<file path="config.mk">
export PLATFORM = sky130hd
export DESIGN_NAME = pwm_servo_p_flat
export DESIGN_NICKNAME = d
export VERILOG_FILES = /design/src/rtl/servo_pkg.sv /design/src/rtl/pwm_servo_p_if.sv /design/src/rtl/pwm_contador.sv /design/src/rtl/pwm_servo_p.sv /design/src/flat_wrapper.sv
export SDC_FILE = /design/constraint.sdc
export NUM_CORES = 1
export LEC_CHECK = 0
export BUFFER_PORTS_ARGS = -buffer_cell sky130_fd_sc_hd__buf_2
export CAP_MARGIN = 20
export CORE_ASPECT_RATIO = 1.1
export CORE_MARGIN = 8
export CORE_UTILIZATION = 60
export CTS_CLUSTER_DIAMETER = 80
export CTS_CLUSTER_SIZE = 24
export DETAILED_ROUTE_END_ITERATION = 12
export PLACE_DENSITY = 0.88
export SLEW_MARGIN = 20
export SYNTH_ARGS = -nofsm -noshare
export SYNTH_HDL_FRONTEND = slang
export SYNTH_SLANG_ARGS = --single-unit
</file>
<file path="constraint.sdc">
create_clock -name Clk_G -period 5 [get_ports Clk_G]
set_input_delay 1 -clock Clk_G [delete_from_list [all_inputs] [get_ports Clk_G]]
set_output_delay 1 -clock Clk_G [all_outputs]
set_load 0.03 [all_outputs]
</file>
<file path="src/rtl/servo_pkg.sv">
// Shared types and default constants for the servo proportional-path PWM stage.
package servo_pkg;

  typedef enum logic [2:0] {
    ST_IDLE   = 3'd0,
    ST_CAPT   = 3'd1,
    ST_ESC    = 3'd2,
    ST_SUMA   = 3'd3,
    ST_SATU   = 3'd4,
    ST_ESPERA = 3'd5
  } servo_st_e;

  localparam int SERVO_DUTY_OFF = 750;
  localparam int SERVO_DUTY_MIN = 500;
  localparam int SERVO_DUTY_MAX = 1000;
  localparam int SERVO_PWM_PER  = 10000;
  localparam int SERVO_PRESC    = 100;

endpackage

</file>
<file path="src/rtl/pwm_servo_p_if.sv">
// Bus between the P-term register and the servo PWM stage.
// The Sat line exists only when PWM_SAT_FLAG_EN is defined.
interface pwm_servo_p_if #(
  parameter int CANT_BITS = 13,
  parameter int PWM_BITS  = 14
);

  logic signed [2*CANT_BITS-1:0] R_Mul_P;
  logic                          Ld_P;
  logic                          Pwm_Out;
  logic [PWM_BITS-1:0]           Duty;
  logic                          Busy;
`ifdef PWM_SAT_FLAG_EN
  logic                          Sat;

  modport master (output R_Mul_P, output Ld_P,
                  input Pwm_Out, input Duty, input Busy, input Sat);
  modport slave  (input R_Mul_P, input Ld_P,
                  output Pwm_Out, output Duty, output Busy, output Sat);
`else
  modport master (output R_Mul_P, output Ld_P,
                  input Pwm_Out, input Duty, input Busy);
  modport slave  (input R_Mul_P, input Ld_P,
                  output Pwm_Out, output Duty, output Busy);
`endif

endinterface

</file>
<file path="src/rtl/pwm_contador.sv">
// Free-running PWM timebase: prescaler producing tick, and the period counter.
module pwm_contador #(
  parameter int PRESC    = 100,
  parameter int PWM_PER  = 10000,
  parameter int PWM_BITS = 14
) (
  input  logic                Clk_G,
  input  logic                Rst_G,
  output logic                tick,
  output logic [PWM_BITS-1:0] cnt,
  output logic                fin_per
);

  localparam int PW = (PRESC > 1) ? $clog2(PRESC) : 1;
  localparam logic [PW-1:0]       PRESC_LAST = PW'(PRESC - 1);
  localparam logic [PWM_BITS-1:0] CNT_LAST   = PWM_BITS'(PWM_PER - 1);

  logic [PW-1:0]       presc_r;
  logic [PWM_BITS-1:0] cnt_r;

  // Prescaler: wraps every PRESC clocks
  always_ff @(posedge Clk_G or posedge Rst_G) begin
    if (Rst_G) begin
      presc_r <= '0;
    end else if (presc_r == PRESC_LAST) begin
      presc_r <= '0;
    end else begin
      presc_r <= presc_r + PW'(1);
    end
  end

  // Period counter: advances on tick, wraps after PWM_PER ticks
  always_ff @(posedge Clk_G or posedge Rst_G) begin
    if (Rst_G) begin
      cnt_r <= '0;
    end else if (tick) begin
      if (cnt_r == CNT_LAST) begin
        cnt_r <= '0;
      end else begin
        cnt_r <= cnt_r + PWM_BITS'(1);
      end
    end else begin
      cnt_r <= cnt_r;
    end
  end

  assign tick    = (presc_r == PRESC_LAST);
  assign cnt     = cnt_r;
  assign fin_per = tick && (cnt_r == CNT_LAST);

endmodule

</file>
<file path="src/rtl/pwm_servo_p.sv">
// Scales, offsets and clamps the P-term product into a servo pulse width,
// committed only at a PWM period boundary. PWM_SAT_FLAG_EN adds the Sat flag.
module pwm_servo_p
  import servo_pkg::*;
#(
  parameter int CANT_BITS = 13,
  parameter int FRAC      = 5,
  parameter int PWM_BITS  = 14,
  parameter int PRESC     = SERVO_PRESC,
  parameter int PWM_PER   = SERVO_PWM_PER,
  parameter int DUTY_OFF  = SERVO_DUTY_OFF,
  parameter int DUTY_MIN  = SERVO_DUTY_MIN,
  parameter int DUTY_MAX  = SERVO_DUTY_MAX
) (
  input  logic          Clk_G,
  input  logic          Rst_G,
  pwm_servo_p_if.slave  bus
);

  localparam int PW2 = 2 * CANT_BITS;
  localparam int SW  = PW2 + 1;

  localparam logic signed [SW-1:0] OFF_S = SW'(DUTY_OFF);
  localparam logic signed [SW-1:0] MIN_S = SW'(DUTY_MIN);
  localparam logic signed [SW-1:0] MAX_S = SW'(DUTY_MAX);
  localparam logic [PWM_BITS-1:0]  OFF_W = PWM_BITS'(DUTY_OFF);
  localparam logic [PWM_BITS-1:0]  MIN_W = PWM_BITS'(DUTY_MIN);
  localparam logic [PWM_BITS-1:0]  MAX_W = PWM_BITS'(DUTY_MAX);

  servo_st_e state_r, state_next_s;

  logic                  tick_s;
  logic [PWM_BITS-1:0]   cnt_s;
  logic                  fin_per_s;

  logic signed [PW2-1:0] capt_r;
  logic signed [PW2-1:0] esc_r;
  logic signed [SW-1:0]  suma_r;
  logic [PWM_BITS-1:0]   pend_r;
  logic [PWM_BITS-1:0]   duty_r;
  logic [PWM_BITS-1:0]   clamp_s;
  logic                  capt_en_s;
  logic                  commit_s;
  logic                  pwm_r;
  logic                  busy_r;
`ifdef PWM_SAT_FLAG_EN
  logic                  clamp_sat_s;
  logic                  pend_sat_r;
  logic                  sat_r;
`endif

  pwm_contador #(
    .PRESC    (PRESC),
    .PWM_PER  (PWM_PER),
    .PWM_BITS (PWM_BITS)
  ) u_contador (
    .Clk_G   (Clk_G),
    .Rst_G   (Rst_G),
    .tick    (tick_s),
    .cnt     (cnt_s),
    .fin_per (fin_per_s)
  );

  // FSM state register
  always_ff @(posedge Clk_G or posedge Rst_G) begin
    if (Rst_G) begin
      state_r <= ST_IDLE;
    end else begin
      state_r <= state_next_s;
    end
  end

  // Next state; a strobe in ESPERA restarts the pipeline even on a commit edge
  always_comb begin
    state_next_s = state_r;
    case (state_r)
      ST_IDLE: begin
        if (bus.Ld_P) begin
          state_next_s = ST_CAPT;
        end else begin
          state_next_s = ST_IDLE;
        end
      end
      ST_CAPT: state_next_s = ST_ESC;
      ST_ESC:  state_next_s = ST_SUMA;
      ST_SUMA: state_next_s = ST_SATU;
      ST_SATU: state_next_s = ST_ESPERA;
      ST_ESPERA: begin
        if (bus.Ld_P) begin
          state_next_s = ST_CAPT;
        end else if (commit_s) begin
          state_next_s = ST_IDLE;
        end else begin
          state_next_s = ST_ESPERA;
        end
      end
      default: state_next_s = ST_IDLE;
    endcase
  end

  assign capt_en_s = bus.Ld_P && ((state_r == ST_IDLE) || (state_r == ST_ESPERA));
  assign commit_s  = (state_r == ST_ESPERA) && tick_s && fin_per_s;

  // Saturation of the offset sum into the legal pulse range
  always_comb begin
    clamp_s = suma_r[PWM_BITS-1:0];
`ifdef PWM_SAT_FLAG_EN
    clamp_sat_s = 1'b0;
`endif
    if (suma_r < MIN_S) begin
      clamp_s = MIN_W;
`ifdef PWM_SAT_FLAG_EN
      clamp_sat_s = 1'b1;
`endif
    end else if (suma_r > MAX_S) begin
      clamp_s = MAX_W;
`ifdef PWM_SAT_FLAG_EN
      clamp_sat_s = 1'b1;
`endif
    end else begin
      clamp_s = suma_r[PWM_BITS-1:0];
    end
  end

  // Datapath pipeline: capture, scale, offset, clamp, commit
  always_ff @(posedge Clk_G or posedge Rst_G) begin
    if (Rst_G) begin
      capt_r <= '0;
      esc_r  <= '0;
      suma_r <= '0;
      pend_r <= OFF_W;
      duty_r <= OFF_W;
    end else begin
      if (capt_en_s) begin
        capt_r <= bus.R_Mul_P;
      end else begin
        capt_r <= capt_r;
      end
      case (state_r)
        ST_CAPT: esc_r  <= capt_r >>> FRAC;
        ST_ESC:  suma_r <= $signed({esc_r[PW2-1], esc_r}) + OFF_S;
        ST_SUMA: pend_r <= clamp_s;
        default: begin
          esc_r  <= esc_r;
          suma_r <= suma_r;
          pend_r <= pend_r;
        end
      endcase
      if (commit_s) begin
        duty_r <= pend_r;
      end else begin
        duty_r <= duty_r;
      end
    end
  end

`ifdef PWM_SAT_FLAG_EN
  // Saturation flag travels with pend and commits with Duty
  always_ff @(posedge Clk_G or posedge Rst_G) begin
    if (Rst_G) begin
      pend_sat_r <= 1'b0;
      sat_r      <= 1'b0;
    end else begin
      if (state_r == ST_SUMA) begin
        pend_sat_r <= clamp_sat_s;
      end else begin
        pend_sat_r <= pend_sat_r;
      end
      if (commit_s) begin
        sat_r <= pend_sat_r;
      end else begin
        sat_r <= sat_r;
      end
    end
  end

  assign bus.Sat = sat_r;
`endif

  // Registered pulse and busy outputs
  always_ff @(posedge Clk_G or posedge Rst_G) begin
    if (Rst_G) begin
      pwm_r  <= 1'b0;
      busy_r <= 1'b0;
    end else begin
      pwm_r  <= (cnt_s < duty_r);
      busy_r <= (state_next_s != ST_IDLE);
    end
  end

  assign bus.Pwm_Out = pwm_r;
  assign bus.Duty    = duty_r;
  assign bus.Busy    = busy_r;

endmodule
</file>
<file path="src/flat_wrapper.sv">
// flat-port wrapper written by rule: the top's interface ports become plain ports
module pwm_servo_p_flat import servo_pkg::*;
#(
  parameter int CANT_BITS = 13,
  parameter int FRAC      = 5,
  parameter int PWM_BITS  = 14,
  parameter int PRESC     = SERVO_PRESC,
  parameter int PWM_PER   = SERVO_PWM_PER,
  parameter int DUTY_OFF  = SERVO_DUTY_OFF,
  parameter int DUTY_MIN  = SERVO_DUTY_MIN,
  parameter int DUTY_MAX  = SERVO_DUTY_MAX
)
  (Clk_G, Rst_G, bus_R_Mul_P, bus_Ld_P, bus_Pwm_Out, bus_Duty, bus_Busy);
  pwm_servo_p_if #(.CANT_BITS(CANT_BITS), .PWM_BITS(PWM_BITS)) bus_i ();
  input  logic Clk_G;
  input  logic Rst_G;
  input wire logic [$bits(bus_i.R_Mul_P)-1:0] bus_R_Mul_P;
  input wire logic [$bits(bus_i.Ld_P)-1:0] bus_Ld_P;
  output wire logic [$bits(bus_i.Pwm_Out)-1:0] bus_Pwm_Out;
  output wire logic [$bits(bus_i.Duty)-1:0] bus_Duty;
  output wire logic [$bits(bus_i.Busy)-1:0] bus_Busy;
  assign bus_i.R_Mul_P = bus_R_Mul_P;
  assign bus_i.Ld_P = bus_Ld_P;
  assign bus_Pwm_Out = bus_i.Pwm_Out;
  assign bus_Duty = bus_i.Duty;
  assign bus_Busy = bus_i.Busy;
  pwm_servo_p #(.CANT_BITS(CANT_BITS), .FRAC(FRAC), .PWM_BITS(PWM_BITS), .PRESC(PRESC), .PWM_PER(PWM_PER), .DUTY_OFF(DUTY_OFF), .DUTY_MIN(DUTY_MIN), .DUTY_MAX(DUTY_MAX)) u_core (.Clk_G(Clk_G), .Rst_G(Rst_G), .bus(bus_i));
endmodule
</file>
==> impl_metrics.prom <==
# TYPE chip_impl_metric gauge
chip_impl_info{name="run_status",value="complete, no violations"} 1
chip_impl_metric{name="height_of_the_die",unit="um"} 116
chip_impl_info{name="rsz0062_at_grt",value="no"} 1
chip_impl_metric{name="filler_cell_count",unit=""} 582
chip_impl_metric{name="die_x",unit="um"} 107
chip_impl_metric{name="drtAntennaViolNets",unit=""} 0
chip_impl_metric{name="antenna_cells",unit=""} 0
chip_impl_metric{name="finish.net_count",unit=""} 561
chip_impl_metric{name="global_route.overflow_total",unit=""} 0
chip_impl_metric{name="final-hold-violation-count",unit=""} 0
chip_impl_metric{name="initial_antenna_violation_count",unit=""} 0
chip_impl_metric{name="floorplan.die_area",unit="mm^2"} 0.0125
chip_impl_metric{name="synth_sequential_area_ratio",unit="%"} 54.0
chip_impl_metric{name="timing.fmax",unit="MHz"} 368
chip_impl_metric{name="vias",unit=""} 3674
chip_impl_metric{name="crit_path_max_incr_delay",unit="ns"} 0.78
chip_impl_info{name="mostFrequentLayoutCell",value="dfrtp_1"} 1
chip_impl_info{name="synth.largest_area_cell",value="dfrtp_1"} 1
chip_impl_metric{name="post_cts.repair.setup_buffers",unit=""} 0
chip_impl_metric{name="post_drt_wl_per_cell",unit="um"} 16.7
chip_impl_metric{name="first_pass_iters",unit=""} 4
chip_impl_metric{name="clock_sink_count",unit=""} 118
chip_impl_metric{name="insertion_delay_of_the_later_clocked_pin_in_the_worst_skew_pair",unit="ns"} 0.52
chip_impl_metric{name="cts_buffers",unit=""} 17
chip_impl_metric{name="timing.clock.skew",unit="ns"} 0.00848
chip_impl_metric{name="maxSlewHeadroom",unit="%"} 38.0
chip_impl_metric{name="yosysTopAreaCellShare",unit="%"} 47.3
chip_impl_metric{name="critPathArrivalTime",unit="ns"} 3.12
chip_impl_metric{name="layout-area-overhead-vs-synth",unit="%"} 16.1
chip_impl_metric{name="dpl_worst_slack",unit="ns"} 2.29
chip_impl_metric{name="ff2ff_setup_slack",unit="ns"} 2.28
chip_impl_metric{name="core-area",unit="mm^2"} 0.00887
chip_impl_info{name="cts_tree",value="yes"} 1
chip_impl_info{name="final_cell_mix",value="104 x dfrtp_1, 48 x nand2_1, 44 x mux2_2"} 1
chip_impl_metric{name="initial_utilization",unit="%"} 62.0
chip_impl_metric{name="globalplace.congestion",unit=""} 0.810
chip_impl_info{name="critPathSlowestCell",value="nor3_4"} 1
chip_impl_metric{name="floorplan.rows",unit=""} 36
chip_impl_metric{name="wirelength",unit="mm"} 10.7
chip_impl_metric{name="max_slew_violation_total_from_the_final_report",unit=""} 0
chip_impl_metric{name="boundaryPins",unit=""} 45
chip_impl_metric{name="finalCoreUtilization",unit="%"} 72.0
chip_impl_metric{name="clock_tree.buffer_depth",unit=""} 2
chip_impl_metric{name="via_density",unit=""} 5.72
chip_impl_metric{name="setup_tns",unit="ns"} 0
chip_impl_metric{name="p_leak",unit="nW"} 2.83
chip_impl_info{name="critical_path_class",value="register to register"} 1
chip_impl_metric{name="hold_buffers",unit=""} 0
chip_impl_metric{name="final_layout_size_suffix_gt1_share",unit="%"} 30.5
chip_impl_info{name="synthTopCellsByArea",value="dfrtp_1 47%, mux2_2 9.0%, dfstp_2 6.7%, xnor2_1 3.8%, ha_1 3.6%"} 1
chip_impl_metric{name="setup_viol",unit=""} 0
chip_impl_metric{name="worst-slew-pin-transition",unit="ns"} 0.928
chip_impl_metric{name="drtIter0Drc",unit=""} 129
chip_impl_info{name="clock-root-buffer",value="clkbuf_8"} 1
chip_impl_metric{name="synth.net_count",unit=""} 515
chip_impl_metric{name="maximum_level_of_the_cts_h_tree",unit=""} 4
chip_impl_metric{name="yosysWarnings",unit=""} 0
chip_impl_metric{name="synth-edff-count",unit=""} 0
chip_impl_metric{name="hpwl",unit="mm"} 7.13
chip_impl_metric{name="maxCapViolCount",unit=""} 0
chip_impl_info{name="cp-start-kind",value="register"} 1
chip_impl_info{name="critical_path.cell_chain",value="ha_1 > nand4bb_1 > nor2_8 > nand3_4 > nor3_4 > mux2_2"} 1
chip_impl_info{name="synth_flop_cell",value="dfrtp_1"} 1
chip_impl_metric{name="cells_after_synthesis",unit=""} 470
chip_impl_metric{name="area_of_the_mapped_netlist",unit="mm^2"} 0.00550
chip_impl_metric{name="flops_latches_synth",unit=""} 118
chip_impl_metric{name="timing.critical_path.fanout_max",unit=""} 14
chip_impl_metric{name="placement.io_buffers",unit=""} 39
chip_impl_metric{name="grt_start_max_net_pins",unit=""} 88
chip_impl_metric{name="drc_errors",unit=""} 0
chip_impl_metric{name="postSynth.asyncResetShare",unit="%"} 100
chip_impl_metric{name="clk_pin_slew_worst_paths",unit="ns"} 0.06
chip_impl_metric{name="yosys_cell_types",unit=""} 55
chip_impl_metric{name="final.min_clock_period",unit="ns"} 2.72
chip_impl_info{name="holdCritPathClass",value="register to register"} 1
chip_impl_metric{name="power.density_cell_area",unit="mW/mm^2"} 572
chip_impl_metric{name="grt_pass1_wl",unit="mm"} 18.4
chip_impl_metric{name="max-vdd-ir-drop",unit="mV"} 0.405
chip_impl_info{name="critical_path.endpoint_type",value="register"} 1
chip_impl_metric{name="synthesis.area_per_instance",unit="um^2"} 11.7
chip_impl_metric{name="post-route-worst-setup-slack",unit="ns"} 2.28
chip_impl_metric{name="cts_repair_resize_count",unit=""} 0
chip_impl_metric{name="number_of_global_route_vias_before_repair",unit=""} 3973
chip_impl_metric{name="period_share",unit="%"} 54.4
chip_impl_metric{name="global_route.usage.total",unit="%"} 18.8
chip_impl_metric{name="critPathRequiredTime",unit="ns"} 5.40
==> cell families (layout without fill, tap and decap cells) <==
| group | count (synthesis) | in the layout | synth area share [%] |
|---|---|---|---|
| AO/OA/AOI/OAI | 71 | 71 | 7.85 |
| XOR/XNOR | 31 | 31 | 4.94 |
| adder cells (fa/ha/maj) | 16 | 16 | 3.64 |
| buffers and inverters | 35 | 93 | 3.30 |
| flip-flops | 118 | 118 | 54.0 |
| multiplexers | 54 | 54 | 11.7 |
| AND/OR/NAND/NOR | 145 | 145 | 14.6 |
==> report_power, final <==
group,total [mW],internal [mW],switching (mW)
logic,0.872,0.441,0.431
registers,1.53,1.26,0.265
clock network,1.25,0.811,0.440
total,3.65,2.52,1.14
==> registers in the layout (all words and copies together) (netlist names) <==
signal,cells
u_core.bus.Pwm_Out,1
u_core.esc_r,21
u_core.bus.Busy,1
u_core.bus.Duty,14
u_core.state_r,3
u_core.capt_r,21
u_core.pend_r,14
u_core.u_contador.presc_r,7
u_core.u_contador.cnt,14
u_core.suma_r,22
==> path summary, 6_finish.rpt <==
| kind | start | end | cells after the start |
|---|---|---|---|
| max | u_core.u_contador.presc_r[0]$_DFF_PP0_ | u_core.bus.Duty[11]$_DFFE_PP0P_ | 6 |
| min | u_core.u_contador.presc_r[0]$_DFF_PP0_ | u_core.u_contador.presc_r[0]$_DFF_PP0_ | 1 |
| max reg2reg | u_core.u_contador.presc_r[0]$_DFF_PP0_ | u_core.bus.Duty[11]$_DFFE_PP0P_ | 6 |
| min reg2reg | u_core.u_contador.presc_r[0]$_DFF_PP0_ | u_core.u_contador.presc_r[0]$_DFF_PP0_ | 1 |
| max in group asynchronous | Rst_G | u_core.esc_r[18]$_DFFE_PP0P_ | 3 |
| min in group asynchronous | Rst_G | u_core.u_contador.cnt[2]$_DFFE_PP0N_ | 2 |
==> layout make-up <==
cell class | count | area, um^2 | area share [%]
timing repair buffer | 42 | 218 | 3.41
multi-input combinational | 317 | 2360 | 36.9
clock inverter | 14 | 204 | 3.19
inverter | 20 | 80.1 | 1.25
sequential | 118 | 2970 | 46.5
clock buffer | 17 | 414 | 6.49
tap | 114 | 143 | 2.23
==> per-layer routing <==
metal	track usage (%)	wire length (um)	share of wire, %	up-vias
met3	5.63	481	4.5	13
li1	-	-	-	1749
met5	0	0	0	-
met4	6.10	132	1.2	0
met2	34.5	5830	54	85
met1	20.1	4250	40	1827
==> critical path: cells and delay by family (launching register included) <==
kind,cells,cell delay [ns]
mux,1,0.42
simple gates,4,1.56
fa+ha+maj,1,0.25
flops,1,0.37
==> Yosys cell counts (3+ instances only) <==
cell type,number
mux2_2,44
and2_1,6
dfrtp_1,104
o31ai_1,5
nor3_1,8
clkbuf_8,3
mux2_4,10
a21oi_1,13
nor2b_1,5
nand2_1,49
inv_1,20
o21ai_0,36
nand3_1,14
nand2b_1,6
dfstp_2,14
nor4_1,8
o31a_1,4
xor2_1,7
nor2_1,18
xnor2_1,24
clkbuf_1,7
buf_2,3
nand4_1,9
and3_2,3
ha_1,16
==> through the flow <==
step	std cells	area, um^2	hold slack, ns	total power [mW]
floorplan	470	5500	0.433	2.20
global placement	611	5760	0.444	2.31
detailed placement	611	5760	0.464	2.38
CTS	642	6380	0.472	3.67
global route	642	6390	0.488	3.85
finish	642	6390	0.467	3.65
Power figures use the tool's default switching activity.
